--- config.mk ---
export PLATFORM = sky130hd
export DESIGN_NAME = stack_sequencer
export DESIGN_NICKNAME = d
export VERILOG_FILES = /design/src/rtl/stack_sequencer.sv
export SDC_FILE = /design/constraint.sdc
export NUM_CORES = 1
export LEC_CHECK = 0
export BUFFER_PORTS_ARGS = -buffer_cell sky130_fd_sc_hd__buf_2
export CAP_MARGIN = 20
export CELL_PAD_IN_SITES_DETAIL_PLACEMENT = 1
export CELL_PAD_IN_SITES_GLOBAL_PLACEMENT = 1
export CORE_MARGIN = 3
export CORE_UTILIZATION = 46
export CTS_BUF_LIST = sky130_fd_sc_hd__clkbuf_4 sky130_fd_sc_hd__clkbuf_8
export CTS_CLUSTER_SIZE = 20
export DETAILED_ROUTE_END_ITERATION = 10
export PLACE_DENSITY = 0.92
export SKIP_LAST_GASP = 1
export SYNTH_ARGS = -nofsm -noshare
export SYNTH_HDL_FRONTEND = slang
export SYNTH_SLANG_ARGS = --single-unit
--- constraint.sdc ---
create_clock -name clk -period 3.49 [get_ports clk]
set_input_delay 0.1745 -clock clk [delete_from_list [all_inputs] [get_ports clk]]
set_output_delay 0.1745 -clock clk [all_outputs]
set_load 0.03 [all_outputs]
--- src/rtl/stack_sequencer.sv ---
// Stack pointer owner and multi-word PUSH/POP/CALL/RET/INT/RETI sequencer for the decode-stage controller.
// Define STACK_BOUNDS_CHECK_EN to suppress out-of-range stack accesses and raise the sticky stack_err.
module stack_sequencer #(
    parameter int unsigned       ADDR_W      = 12,
    parameter logic [ADDR_W-1:0] SP_RESET    = 12'hFFF,
    parameter logic [ADDR_W-1:0] STACK_LIMIT = 12'hF00,
    parameter logic [31:0]       INT_VECTOR  = 32'h0000_0000
) (
    input  logic              clk,
    input  logic              reset,
    input  logic              req_valid,
    output logic              req_ready,
    input  logic [2:0]        req_op,
    input  logic [15:0]       req_data,
    input  logic [31:0]       req_pc,
    input  logic [31:0]       req_target,
    input  logic [3:0]        req_flags,
    output logic [ADDR_W-1:0] mem_addr,
    output logic              mem_we,
    output logic              mem_re,
    output logic [15:0]       mem_wdata,
    input  logic [15:0]       mem_rdata,
    output logic              busy,
    output logic              done,
    output logic              pc_load,
    output logic [31:0]       pc_value,
    output logic              flags_load,
    output logic [3:0]        flags_value,
    output logic              pop_valid,
    output logic [15:0]       pop_data,
    output logic [ADDR_W-1:0] sp,
    output logic              stack_err
);

    typedef enum logic [2:0] {
        OP_PUSH = 3'd0,
        OP_POP  = 3'd1,
        OP_CALL = 3'd2,
        OP_RET  = 3'd3,
        OP_INT  = 3'd4,
        OP_RETI = 3'd5
    } op_e;

    typedef enum logic [2:0] {
        S_IDLE,
        S_PUSHING,
        S_POPPING,
        S_DRAIN,
        S_DONE
    } state_e;

    function automatic logic [1:0] last_idx(input logic [2:0] op);
        case (op)
            OP_CALL, OP_RET:  return 2'd1;
            OP_INT,  OP_RETI: return 2'd2;
            default:          return 2'd0;
        endcase
    endfunction

    state_e            r_state;
    state_e            w_next;
    op_e               r_op;
    logic [15:0]       r_data;
    logic [31:0]       r_pc;
    logic [31:0]       r_target;
    logic [3:0]        r_flags;
    logic [1:0]        r_cnt;
    logic [1:0]        r_last;
    logic [ADDR_W-1:0] r_sp;
    logic              r_rd_pend;
    logic              r_rd_sup;
    logic [1:0]        r_rd_idx;
    logic [15:0]       r_word [3];

    logic              r_done;
    logic              r_pc_load;
    logic [31:0]       r_pc_value;
    logic              r_flags_load;
    logic [3:0]        r_flags_value;
    logic              r_pop_valid;
    logic [15:0]       r_pop_data;

    logic              w_legal;
    logic              w_is_push_op;
    logic              w_accept;
    logic              w_push_ok;
    logic              w_pop_ok;
    logic              w_push_act;
    logic              w_pop_act;
    logic [15:0]       w_push_word;
    logic [15:0]       w_cap;
    logic [15:0]       w_word [3];

    assign w_legal      = (req_op <= OP_RETI);
    assign w_is_push_op = (req_op == OP_PUSH) || (req_op == OP_CALL) || (req_op == OP_INT);
    assign w_accept     = (r_state == S_IDLE) && req_valid && w_legal;

`ifdef STACK_BOUNDS_CHECK_EN
    logic r_err;

    assign w_push_ok = (r_sp >= STACK_LIMIT);
    assign w_pop_ok  = (r_sp != SP_RESET);

    always_ff @(posedge clk or negedge reset) begin
        if (!reset) begin
            r_err <= 1'b0;
        end else if (((r_state == S_PUSHING) && !w_push_ok) ||
                     ((r_state == S_POPPING) && !w_pop_ok)) begin
            r_err <= 1'b1;
        end
    end

    assign stack_err = r_err;
`else
    assign w_push_ok = 1'b1;
    assign w_pop_ok  = 1'b1;
    assign stack_err = 1'b0;
`endif

    assign w_push_act = (r_state == S_PUSHING) && w_push_ok;
    assign w_pop_act  = (r_state == S_POPPING) && w_pop_ok;

    // NOTE: every always_comb output gets a default first, so no path can infer a latch.
    always_comb begin
        w_next = r_state;
        case (r_state)
            S_IDLE:    if (w_accept) w_next = w_is_push_op ? S_PUSHING : S_POPPING;
            S_PUSHING: if (r_cnt == r_last) w_next = S_DONE;
            S_POPPING: if (r_cnt == r_last) w_next = S_DRAIN;
            S_DRAIN:   w_next = S_DONE;
            S_DONE:    w_next = S_IDLE;
            default:   w_next = S_IDLE;
        endcase
    end

    // Return-address words go high half first so RET/RETI pop the low half first.
    always_comb begin
        w_push_word = r_data;
        case (r_op)
            OP_CALL: w_push_word = (r_cnt == 2'd0) ? r_pc[31:16] : r_pc[15:0];
            OP_INT: begin
                case (r_cnt)
                    2'd0:    w_push_word = r_pc[31:16];
                    2'd1:    w_push_word = r_pc[15:0];
                    default: w_push_word = {12'b0, r_flags};
                endcase
            end
            default: w_push_word = r_data;
        endcase
    end

    // A suppressed read returns zero; the freshest word bypasses into the DONE result.
    assign w_cap = r_rd_sup ? 16'h0000 : mem_rdata;

    always_comb begin
        for (int i = 0; i < 3; i++) begin
            w_word[i] = (r_rd_pend && (r_rd_idx == 2'(i))) ? w_cap : r_word[i];
        end
    end

    assign mem_we    = w_push_act;
    assign mem_re    = w_pop_act;
    assign mem_wdata = w_push_act ? w_push_word : 16'h0000;
    assign mem_addr  = w_push_act ? r_sp : (w_pop_act ? r_sp + ADDR_W'(1) : '0);

    // NOTE: sequential state uses non-blocking assignments so every flop samples pre-edge values.
    always_ff @(posedge clk or negedge reset) begin
        if (!reset) begin
            r_state       <= S_IDLE;
            r_op          <= OP_PUSH;
            r_data        <= '0;
            r_pc          <= '0;
            r_target      <= '0;
            r_flags       <= '0;
            r_cnt         <= '0;
            r_last        <= '0;
            r_sp          <= SP_RESET;
            r_rd_pend     <= 1'b0;
            r_rd_sup      <= 1'b0;
            r_rd_idx      <= '0;
            // NOTE: the capture words are plain flops, not RAM, so they reset like everything else.
            for (int i = 0; i < 3; i++) r_word[i] <= '0;
            r_done        <= 1'b0;
            r_pc_load     <= 1'b0;
            r_pc_value    <= '0;
            r_flags_load  <= 1'b0;
            r_flags_value <= '0;
            r_pop_valid   <= 1'b0;
            r_pop_data    <= '0;
        end else begin
            r_state <= w_next;

            if (w_accept) begin
                r_op     <= op_e'(req_op);
                r_data   <= req_data;
                r_pc     <= req_pc;
                r_target <= req_target;
                r_flags  <= req_flags;
                r_cnt    <= '0;
                r_last   <= last_idx(req_op);
            end else if ((r_state == S_PUSHING) || (r_state == S_POPPING)) begin
                r_cnt <= r_cnt + 2'd1;
            end

            if (w_push_act)     r_sp <= r_sp - ADDR_W'(1);
            else if (w_pop_act) r_sp <= r_sp + ADDR_W'(1);

            r_rd_pend <= (r_state == S_POPPING);
            r_rd_sup  <= !w_pop_ok;
            r_rd_idx  <= r_cnt;
            for (int i = 0; i < 3; i++) begin
                if (r_rd_pend && (r_rd_idx == 2'(i))) r_word[i] <= w_cap;
            end

            r_done        <= 1'b0;
            r_pc_load     <= 1'b0;
            r_pc_value    <= '0;
            r_flags_load  <= 1'b0;
            r_flags_value <= '0;
            r_pop_valid   <= 1'b0;
            r_pop_data    <= '0;
            if (w_next == S_DONE) begin
                r_done <= 1'b1;
                case (r_op)
                    OP_POP: begin
                        r_pop_valid <= 1'b1;
                        r_pop_data  <= w_word[0];
                    end
                    OP_CALL: begin
                        r_pc_load  <= 1'b1;
                        r_pc_value <= r_target;
                    end
                    OP_INT: begin
                        r_pc_load  <= 1'b1;
                        r_pc_value <= INT_VECTOR;
                    end
                    OP_RET: begin
                        r_pc_load  <= 1'b1;
                        r_pc_value <= {w_word[1], w_word[0]};
                    end
                    OP_RETI: begin
                        r_pc_load     <= 1'b1;
                        r_pc_value    <= {w_word[2], w_word[1]};
                        r_flags_load  <= 1'b1;
                        r_flags_value <= w_word[0][3:0];
                    end
                    default: ;
                endcase
            end
        end
    end

    assign req_ready   = (r_state == S_IDLE);
    assign busy        = !req_ready;
    assign done        = r_done;
    assign pc_load     = r_pc_load;
    assign pc_value    = r_pc_value;
    assign flags_load  = r_flags_load;
    assign flags_value = r_flags_value;
    assign pop_valid   = r_pop_valid;
    assign pop_data    = r_pop_data;
    assign sp          = r_sp;

endmodule

# Word-level counts from Yosys, hierarchy flattened
# Cells that the tools add are included.
dict set report op_classes {
  add_sub_neg 3
  eq_ne 17
  reduce_logical 18
  mux 32
  n_lt_le_gt_ge 1
}
# operator count
set op_table {}
lappend op_table {{$mux W16} 7}
lappend op_table {{$pmux W32 S3} 1}
lappend op_table {{$pmux W16 S2} 2}
lappend op_table {{$mux W12} 4}
lappend op_table {{$mux W32} 1}
lappend op_table {{$eq A3 B2 Y1 const B} 6}
lappend op_table {{$eq A3 B3 Y1 const B} 5}
lappend op_table {{$add A12 B1 Y12 const B} 1}
lappend op_table {{$pmux W3 S4} 1}
lappend op_table {{$sub A12 B1 Y12 const B} 1}
lappend op_table {{$mux W3} 3}
lappend op_table {{$mux W4} 2}
lappend op_table {{$mux W1} 7}
lappend op_table {{$eq A3 B1 Y1 const B} 2}
lappend op_table {{$logic_not A3 Y1} 2}
lappend op_table {{$mux W2} 3}
lappend op_table {{$logic_and A1 B1 Y1} 5}
lappend op_table {{$eq A2 B1 Y1 const B} 2}
lappend op_table {{$logic_not A2 Y1} 2}
lappend op_table {{$pmux W2 S2} 1}
lappend op_table {{$reduce_bool A2 Y1} 2}
lappend op_table {{$reduce_or A2 Y1} 2}
lappend op_table {{$reduce_or A4 Y1} 1}
lappend op_table {{$le A3 B3 Y1 const B} 1}
lappend op_table {{5 further kinds} 7}
dict set report totals {
  elab_cells 92
  regBits 213
}

# Logic depth before layout (Yosys ltp)
# Gate-level depths: netlist of run 1.
dict set report depth {
  ltp_word 8
  depth_mapped 7
}

# Least setup slack after synthesis of run 1
# OpenSTA, ideal clock, no wires.
dict set report synth_timing {
  kind {reg2out}
  from {register r_sp[1], in the netlist sp[1]}
  to {output port mem_addr[10]}
  t_arrival_ps 2173
  n_path_buf 1
  slack_ps 1143
  t_required_ps 3316
  stages_incl_launch_ff 7
  path_cell_list {dfstp_2 > ha_1 > and3_1 > clkbuf_1 > nand4_1 > xor2_1 > o21ai_0}
}
dict set report synth_between {
  elab_chain_cells 3
}
# item line
set synth_lines {}
lappend synth_lines {{from (decl)} 69} ;# logic [ADDR_W-1:0] r_sp;
lappend synth_lines {{from (signal assigned)} 205} ;# if (w_push_act) r_sp <= r_sp - ADDR_W'(1);
lappend synth_lines {{from (signal assigned)} 206} ;# else if (w_pop_act) r_sp <= r_sp + ADDR_W'(1);
lappend synth_lines {{$add A12 B1 Y12} 164} ;# assign mem_addr = w_push_act ? r_sp : (w_pop_act ? r_sp + ADDR_W'(1) : '0);
lappend synth_lines {{$mux W12 (2 in series)} 164}
lappend synth_lines {{to (decl)} 18} ;# output logic [ADDR_W-1:0] mem_addr,
# Every way passes these cells.

# Worst setup path in the final report of run 1
dict set report layout_timing {
  from {register r_cnt[1]}
  to {output port mem_wdata[8]}
}
dict set report layout_between {
  elab_chain_cells 4
  elab_cells_between_ends 6
}
# item line
set layout_lines {}
lappend layout_lines {{from (decl)} 67} ;# logic [1:0] r_cnt;
lappend layout_lines {{from (signal assigned)} 202} ;# r_cnt <= r_cnt + 2'd1;
lappend layout_lines {{$eq A2 B1 Y1 or $logic_not A2 Y1 (tied branches)} {142, 140}}
lappend layout_lines {{$pmux W16 S2 or $mux W16 (tied branches)} {142, 140}}
lappend layout_lines {{$pmux W16 S2 *} 139} ;# case (r_op)
lappend layout_lines {{$mux W16 *} 163} ;# assign mem_wdata = w_push_act ? w_push_word : 16'h0000;
lappend layout_lines {{to (decl)} 21} ;# output logic [15:0] mem_wdata,
# Every way passes the cells marked *; elsewhere a longest branch is shown, timed or not.

==> impl_metrics.tcl, run 1 <==
set metrics [dict create \
    ys_seq_area_share_pct 57.4 \
    power_switching_uw 5100 \
    grt_max_degree 110 \
    nets 1361 \
    setup_ws_ps 368 \
    die_w_um 148 \
    clock_latency_ps 560 \
    hold_ws_ps 249 \
    period_minus_slack_ps 3120 \
    max_cap_viol_count 0 \
    required_ps 3320 \
    initial_utilization_pct 47.4 \
    grt_pass1_vias 10200 \
    setup_violations 0 \
    internal_power_uw 6320 \
    pwr-share-clk_pct 22.9 \
    dp_hpwl_um 20700 \
    final_max_slew_viol_count 0 \
    status "finished clean" \
    dpl_worst_slack_ps 949 \
    cts-root-buf "clkbuf_8" \
    vias 8996 \
    finalHoldViolations 0 \
    cp-start-kind "flip-flop" \
    cts.repair.resized 0 \
    clkTransAtPathRegs_ps 90 \
    gp_congestion 0.858 \
    cp-end-kind "primary output" \
    p_per_area_nw_per_um2 921 \
    r2r_slack_ps 830 \
    die_y_um 148 \
    regToRegStartpoint "r_state[2]" \
    clockBufferDepth 3 \
    min_path_type "primary input to async pin" \
    synthFlopType "dfrtp_1" \
    tightest_slew_ps 1030 \
    synth_cells 953 \
    grt_antenna_before_repair 1 \
    vias_per_cell 5.83 \
    cts_setup_buffers 0 \
    crit_type "flip-flop to primary output" \
    grtUsageTotal_pct 35.6 \
    placementRows 51 \
    finalClockSkew_ps 44.9 \
    areaGrowthSynthToFinish_pct 33.2 \
    avgSynthCellArea_um2 9.77 \
    wire_per_inst_um 25.3 \
    tns_ps 0 \
    syn_area_um2 9310 \
    rr_worst_depth 5 \
    ioPinCount 207 \
    holdBufCountCts 103 \
    dpl.cell_count 1372 \
    wl_um 39100 \
    overflow 0 \
    path_max_fanout 22 \
    fin_crit_sh_pct 89.5 \
    synth-seq-cells 213 \
    grt_pass1_wl_um 60500 \
    drt-initial-drc-count 726 \
    p_seq_share_pct 37.5 \
    first_pass_iters 5 \
    worstPathArrival_ps 2950 \
    grt_setup_unrepaired "no" \
    cts_max_level 2 \
    postSynth.asyncResetShare_pct 100 \
    p_leak_uw 0.00643 \
    drtAntennaViolNets 0 \
    die_area_um2 22000 \
    slew_headroom_pct 31.3 \
    clock_sinks 213 \
    core_area_um2 19700 \
    design_area_um2 12400 \
    combPwrFrac_pct 39.6 \
    fmax_ghz 0.320 \
    cts_tree "done" \
    p_sw_share_pct 44.7 \
    fin_cells 1542 \
    syn-num-nets 1063 \
    io_buffers 205 \
    drc 0 \
    place_area_um2 10500 \
    rr_endpoint "r_data[10]" \
    synth.distinct_cells 55 \
    synth_warnings 0 \
    max-vdd-ir-drop_mv 0.420 \
    drive_above_1_share_pct 25.8 \
    synth-edff-count 0 \
    cts_buffers 38 \
]
-- worst max-delay path, stage by stage (launching register included) --
cell and delay, ps:
dfrtp_1 450, inv_1 110, ha_1 200, buf_4 230, or3b_2 470, a21oi_1 140
buf_4 230, nand2_1 100, a31oi_1 200, buf_2 270
-- power by group through the flow --
stage | combinational (uW) | sequential (uW) | clock (uW)
after floorplan | 2830 | 4050 | 0
after global placement | 3880 | 4040 | 0
after detailed placement | 4120 | 4140 | 0
after CTS | 4310 | 4140 | 2550
after global routing | 4840 | 4340 | 2750
final | 4530 | 4280 | 2610
-- registers in the layout (all words and copies together) (netlist names), 3 cells and up --
signal / flops
r_op: 3
pop_data: 16
sp: 12
r_state: 3
r_pc: 32
r_word: 48
r_flags: 4
r_target: 32
pc_value: 32
r_data: 16
flags_value: 4
-- through the flow --
stage,total power (uW),utilization [%]
2_1_floorplan,6880,-
3_3_place_gp,7930,53.6
3_5_place_dp,8260,53.6
4_1_cts,11000,63.0
5_1_grt,11900,63.1
6_report,11400,63.1
-- layer usage --
| metal | share of wire [%] | vias up | global-route usage [%] |
|---|---|---|---|
| met1 | 36 | 4535 | 40.2 |
| met2 | 52 | 532 | 63.3 |
| li1 | - | 3778 | - |
| met5 | 0 | - | 0 |
| met4 | 5.3 | 0 | 17.7 |
| met3 | 7.3 | 151 | 8.50 |
-- cell families after synthesis --
| logic type | synth area share (%) |
|---|---|
| compound gates | 10.0 |
| xor+xnor | 1.51 |
| fa+ha+maj | 0.538 |
| buf+inv | 4.87 |
| flops | 57.4 |
| mux | 6.12 |
| other cells | 0.0403 |
| simple gates | 19.5 |
-- synthesized netlist by cell type (3+ instances only) --
master	instances	share of area, %
a22o_1	18	1.7
mux2i_1	31	3.3
nand2_1	315	13
nand2b_1	4	0.27
a22oi_1	7	0.56
nand4_1	21	1.4
clkbuf_1	29	1.2
and3_1	4	0.27
ha_1	4	0.54
nand3_1	16	0.86
buf_2	31	1.7
nor3_1	14	0.75
dfrtp_1	201	54
nand3b_1	4	0.32
nor2b_1	3	0.20
o31ai_1	16	1.3
a21oi_1	13	0.70
a31oi_1	14	0.94
or4_1	4	0.32
a2bb2oi_1	12	1.1
inv_1	39	1.6
dfstp_2	12	3.4
a221oi_1	4	0.38
xnor2_1	6	0.56
o22ai_1	11	0.74
nor2_1	30	1.2
a21o_1	5	0.40
o21ai_0	20	1.1
mux2_2	23	2.8
and2_1	4	0.27
buf_1	3	0.12
xor2_1	10	0.94
-- area by class of cell --
cell class	count	area (um2)
Sequential cell	213	5350
Timing Repair Buffer	324	2210
Clock inverter	7	68.8
Fill cell	2199	7260
Antenna cell	2	5.00
Tap cell	265	332
Clock buffer	57	753
Inverter	40	151
Multi-Input combinational cell	634	3530
-- how the worst max path moves through the flow --
stage,startpoint,end,cells past startpoint
2_1_floorplan,sp[1],mem_addr[10],6
6_report,r_cnt[1],mem_wdata[8],9
4_1_cts,r_state[2],mem_addr[11],5
3_3_place_gp,r_state[2],r_pc[19],5
3_5_place_dp,r_state[2],r_pc[23],5
5_1_grt,r_cnt[0],mem_wdata[12],9
-- layout by cell type, fill, tap and decap left out, types with 10 or more instances in the layout --
master         Yosys  final
dfstp_2           12     12
nor3_1            14     14
mux2_2            23     23
a22o_1            18     18
nor2_1            30     30
a2bb2oi_1         12     12
inv_1             39     39
a21oi_1           13     13
clkbuf_8           0     52
dlygate4sd3_1      0    104
xor2_1            10     10
dfrtp_1          201    201
buf_4              2     13
o22ai_1           11     11
buf_2             31    204
nand2_1          315    315
nand4_1           21     21
nand3_1           16     15
o31ai_1           16     16
o21ai_0           20     20
a31oi_1           14     14
mux2i_1           31     31
Power figures use the tool's default switching activity.
==> inputs of run 2 (changes only) <==
MAX_ROUTING_LAYER = met4   (was default)
==> run 2 against run 1 <==
Effect of this change:
- die area unchanged
- wire length is 0.45% higher
- first-iteration DRC count fell by 9.0%
- highest routed layer unchanged
- largest cell class unchanged
==> impl_metrics.tcl, run 2 (same netlist as run 1, synthesis figures left out) <==
set metrics [dict create \
    finalClockSkew_ps 49.2 \
    setup_violations 0 \
    tns_ps 0 \
    first_pass_iters 5 \
    overflow 0 \
    grt_setup_unrepaired "no" \
    areaGrowthSynthToFinish_pct 33.2 \
    cts.repair.resized 0 \
    p_per_area_nw_per_um2 923 \
    max-vdd-ir-drop_mv 0.414 \
    p_leak_uw 0.00643 \
    dp_hpwl_um 20700 \
    cts_buffers 38 \
    cts_setup_buffers 0 \
    die_w_um 148 \
    final_cell_mix "315 x nand2_1, 204 x buf_2, 201 x dfrtp_1" \
    cts-root-buf "clkbuf_8" \
    cts_tree "done" \
    vias_per_cell 5.82 \
    ioPinCount 207 \
    clock_latency_ps 570 \
    cp-end-kind "primary output" \
    slew_headroom_pct 32.1 \
    core_area_um2 19700 \
    worstPathArrival_ps 2970 \
    tightest_slew_ps 1020 \
    largest_reg_flops 48 \
    power.total_uw 11400 \
    grtUsageTotal_pct 36.7 \
    placementRows 51 \
    utilization_pct 63.1 \
    gp_congestion 0.872 \
    status "finished clean" \
    die_area_um2 22000 \
    drive_above_1_share_pct 25.8 \
    final_max_slew_viol_count 0 \
    max_cap_viol_count 0 \
    grt_max_degree 110 \
    wl_um 39200 \
    io_buffers 205 \
    cp-start-kind "flip-flop" \
    period_minus_slack_ps 3140 \
    min_path_type "primary input to async pin" \
    fill_cells 2199 \
    layout_commonest_cell "nand2_1" \
    finalHoldViolations 0 \
    nets 1361 \
    grt_pass1_wl_um 60400 \
    fmax_ghz 0.318 \
    vias 8974 \
    required_ps 3320 \
    crit_type "flip-flop to primary output" \
    wire_per_inst_um 25.5 \
    clockBufferDepth 3 \
    fin_crit_sh_pct 90.1 \
    grt_pass1_vias 10200 \
    drtAntennaViolNets 0 \
    initial_utilization_pct 47.4 \
    clock_sinks 213 \
    die_y_um 148 \
    r2r_slack_ps 810 \
    cts_max_level 2 \
    drc 0 \
    drt-initial-drc-count 661 \
    clkTransAtPathRegs_ps 90 \
    path_max_fanout 22 \
    top_register "r_word" \
    grt_antenna_before_repair 1 \
    hold_ws_ps 232 \
]
-- run 2: cell counts in the layout (fill, tap and decap cells not counted) --
No cell type changed its count.
-- run 2: layout make-up --
cell class                 count  area [um2]  share of cell area, %
inverter                      40         151                   1.22
sequential                   213        5350                   43.1
clock inverter                 7        68.8                  0.555
timing repair buffer         324        2210                   17.9
tap                          265         332                   2.67
multi-input combinational    634        3530                   28.5
antenna                        2        5.00                 0.0404
clock buffer                  57         753                   6.08
-- run 2: worst paths after layout --
path | startpoint | to | cells past startpoint
worst max-delay path | r_cnt[0] | mem_wdata[12] | 9
worst min-delay path | reset | r_word[38] | 2
worst max register to register | r_state[2] | r_pc[19] | 5
worst min register to register | r_target[6] | r_target[6] | 2
max in group asynchronous | reset | pop_valid | 3
min in group clk | req_valid | r_target[8] | 4
-- run 2: repair_timing --
| action | 4_1_cts | 5_1_grt |
|---|---|---|
| hold buffers | 103 | 1 |
| hold endpoints to repair | 234 | 1 |
| setup endpoints to repair | 0 | 0 |
-- run 2: worst max-delay path: stages (launching register included) --
cell and delay, ps:
dfrtp_1 440, inv_1 110, ha_1 220, buf_4 230, or3b_2 470, a21oi_1 140, buf_4 230, nand2_1 100
a31oi_1 210, buf_2 260
-- run 2: report_power, final --
part	internal [uW]	switching, uW	total (uW)
registers	3450	828	4280
logic	1410	3140	4550
clock network	1450	1160	2620
total	6320	5130	11400
-- run 2: stage by stage --
stage | setup slack [ps] | cells | area (um2)
floorplan | 1140 | 953 | 9310
global placement | 1020 | 1372 | 10500
detailed placement | 949 | 1372 | 10500
CTS | 405 | 1539 | 12400
global route | 223 | 1541 | 12400
finish | 347 | 1542 | 12400
-- run 2: per-layer routing --
metal	track usage, %	share of wire (%)	vias to the layer above	routed length, um
met5	-	0	-	0
met4	18.0	5.5	0	2160
met3	8.04	6.7	160	2630
met2	63.0	51	504	20100
met1	40.6	36	4528	14300
li1	-	-	3782	-
==> inputs of run 3 (changes only) <==
--- a/config.mk
+++ b/config.mk
@@ -6,15 +6,16 @@
 export NUM_CORES = 1
 export LEC_CHECK = 0
-export BUFFER_PORTS_ARGS = -buffer_cell sky130_fd_sc_hd__buf_2
 export CAP_MARGIN = 20
 export CELL_PAD_IN_SITES_DETAIL_PLACEMENT = 1
 export CELL_PAD_IN_SITES_GLOBAL_PLACEMENT = 1
 export CORE_MARGIN = 3
-export CORE_UTILIZATION = 46
+export CORE_UTILIZATION = 54
 export CTS_BUF_LIST = sky130_fd_sc_hd__clkbuf_4 sky130_fd_sc_hd__clkbuf_8
 export CTS_CLUSTER_SIZE = 20
 export DETAILED_ROUTE_END_ITERATION = 10
+export DONT_BUFFER_PORTS = 1
 export MAX_ROUTING_LAYER = met4
-export PLACE_DENSITY = 0.92
+export PLACE_DENSITY = 0.91
+export RECOVER_POWER = 100
 export SKIP_LAST_GASP = 1
 export SYNTH_ARGS = -nofsm -noshare
==> constraint.sdc (replaced) <==
create_clock -name clk -period 3.49 [get_ports clk]
set_input_delay 0.1745 -clock clk [delete_from_list [all_inputs] [get_ports clk]]
set_output_delay 0.1745 -clock clk [all_outputs]
set_load 0.05 [all_outputs]
==> run 3 against run 2 <==
Effect of this change:
- the run now ends with hold timing, capacitance limit, slew limit left
- hold slack worse by 890 ps
- largest cell class unchanged
- clock skew is 19 ps lower
- combinational power is 4.6% lower
- sequential power is 10% higher
- flip-flop and latch count stayed put
- critical path depth is 4 lower
- sequential share of layout area is 3.9 points higher
- register-to-register slack worse by 590 ps
- non-clock buffer count is 180 lower
==> impl_metrics.tcl, run 3 (same netlist as run 1, synthesis figures left out) <==
set metrics [dict create \
    status "finished, violations left" \
    violations "hold timing, capacitance limit, slew limit" \
    setup_violations 0 \
    crit_type "flip-flop to primary output" \
    die_area_um2 18800 \
    clock_sinks 213 \
    grtUsageTotal_pct 41.6 \
    required_ps 3320 \
    dp_hpwl_um 19400 \
    p_per_area_nw_per_um2 1020 \
    tns_ps 0 \
    overflow 0 \
    finalClockSkew_ps 29.7 \
    final_cell_mix "315 x nand2_1, 201 x dfrtp_1, 103 x dlygate4sd3_1" \
    worstPathArrival_ps 3220 \
    slew_headroom_pct -6.74 \
    io_buffers 0 \
    wl_um 37900 \
    finalHoldViolations 213 \
    grt_max_degree 214 \
    fin_cells 1322 \
    clock_latency_ps 550 \
    die_w_um 137 \
    cpPeakStageDelay_ps 1040 \
    cts_buffers 38 \
    min_path_type "primary input to async pin" \
    drt-initial-drc-count 713 \
    gp_congestion 0.868 \
    path_buf_inv 1 \
    tightest_slew_ps 1580 \
    regToRegStartpoint "r_state[2]" \
    drc 0 \
    fmax_ghz 0.295 \
    cts.repair.resized 0 \
    drive_above_1_share_pct 9.85 \
    clockBufferDepth 3 \
    initial_utilization_pct 55.7 \
    dpl.cell_count 1148 \
    p_leak_uw 0.00556 \
    clkTransAtPathRegs_ps 70 \
    top_register "r_word" \
    worst_path_max_delay_cell "dfstp_1" \
    crit_family "simple AND/OR/NAND/NOR gates" \
    crit_start "sp[0]" \
    vias 8489 \
    worstPathCellList "nand4_1 > or4_1 > or3_1 > o21ai_1 > clkbuf_4" \
    vias_per_cell 6.42 \
    grt_pass1_vias 9200 \
    cts_tree "done" \
    fin_crit_sh_pct 97.2 \
    period_minus_slack_ps 3390 \
    holdBufCountCts 103 \
    wire_per_inst_um 28.7 \
    max_cap_viol_count 1 \
    first_pass_iters 5 \
    ioPinCount 207 \
    cp-start-kind "flip-flop" \
    cts_max_level 2 \
    core_area_um2 16700 \
    grt_setup_unrepaired "no" \
    grt_antenna_before_repair 3 \
    hold_ws_ps -662 \
    cts_setup_buffers 0 \
    path_max_fanout 10 \
    cts-root-buf "clkbuf_8" \
    final_max_slew_viol_count 1 \
    cp-end-kind "primary output" \
    drtAntennaViolNets 0 \
    grt_pass1_wl_um 56500 \
    max-vdd-ir-drop_mv 0.484 \
    nets 1181 \
    die_y_um 137 \
    placementRows 47 \
    areaGrowthSynthToFinish_pct 22.2 \
    layout_commonest_cell "nand2_1" \
    largest_reg_flops 48 \
]
run 3: report_power, final:
| part | internal [uW] | switching (uW) | total (uW) |
|---|---|---|---|
| logic | 1230 | 3110 | 4340 |
| registers | 3430 | 1280 | 4710 |
| clock network | 1410 | 1140 | 2560 |
| total | 6080 | 5530 | 11600 |
run 3: final timing paths:
check                      cells past startpoint           end  slack (ps)
min                                            0    r_word[13]        -660
max reg2reg                                    6       r_pc[3]         220
min in group clk                               3  r_target[14]         270
min reg2reg                                    0   r_rd_idx[0]         470
max in group asynchronous                      0    r_word[30]        3680
max                                            5  mem_addr[11]         100
run 3: layer usage:
metal / wire length [um] / up-vias / share of wire (%) / track usage [%]
met5: 0 / - / 0 / -
met1: 13500 / 4349 / 36 / 45.8
met2: 19200 / 514 / 51 / 70.5
met4: 2750 / 0 / 7.2 / 23.8
met3: 2500 / 206 / 6.6 / 8.36
li1: - / 3420 / - / -
run 3: worst register-to-register path, stage by stage, from the launching register on:
cell and delay (ps):
dfrtp_1 430, nor3_1 200, clkbuf_1 650, nand3_2 760
clkbuf_4 730, nand2_1 260, nand2_1 120
run 3: area by class of cell:
cell class	instances	area, um2
antenna	6	15.0
clock buffer	58	773
clock inverter	7	37.5
fill	1771	5330
inverter	40	151
multi-input combinational	634	3510
sequential	213	5350
tap	220	275
timing repair buffer	144	1270
run 3: per-stage QoR:
stage | setup WS, ps | utilization, % | total power (uW) | instance area [um2] | hold WS, ps
3_3_place_gp | 1070 | 57.7 | 8170 | 9630 | -111
6_report | 99.4 | 68.1 | 11600 | 11400 | -662
5_1_grt | 16.7 | 68.1 | 12100 | 11400 | -681
2_1_floorplan | 643 | - | 7270 | 9310 | -121
4_1_cts | 262 | 68.7 | 11200 | 11500 | -675
3_5_place_dp | 920 | 57.7 | 8520 | 9630 | -111
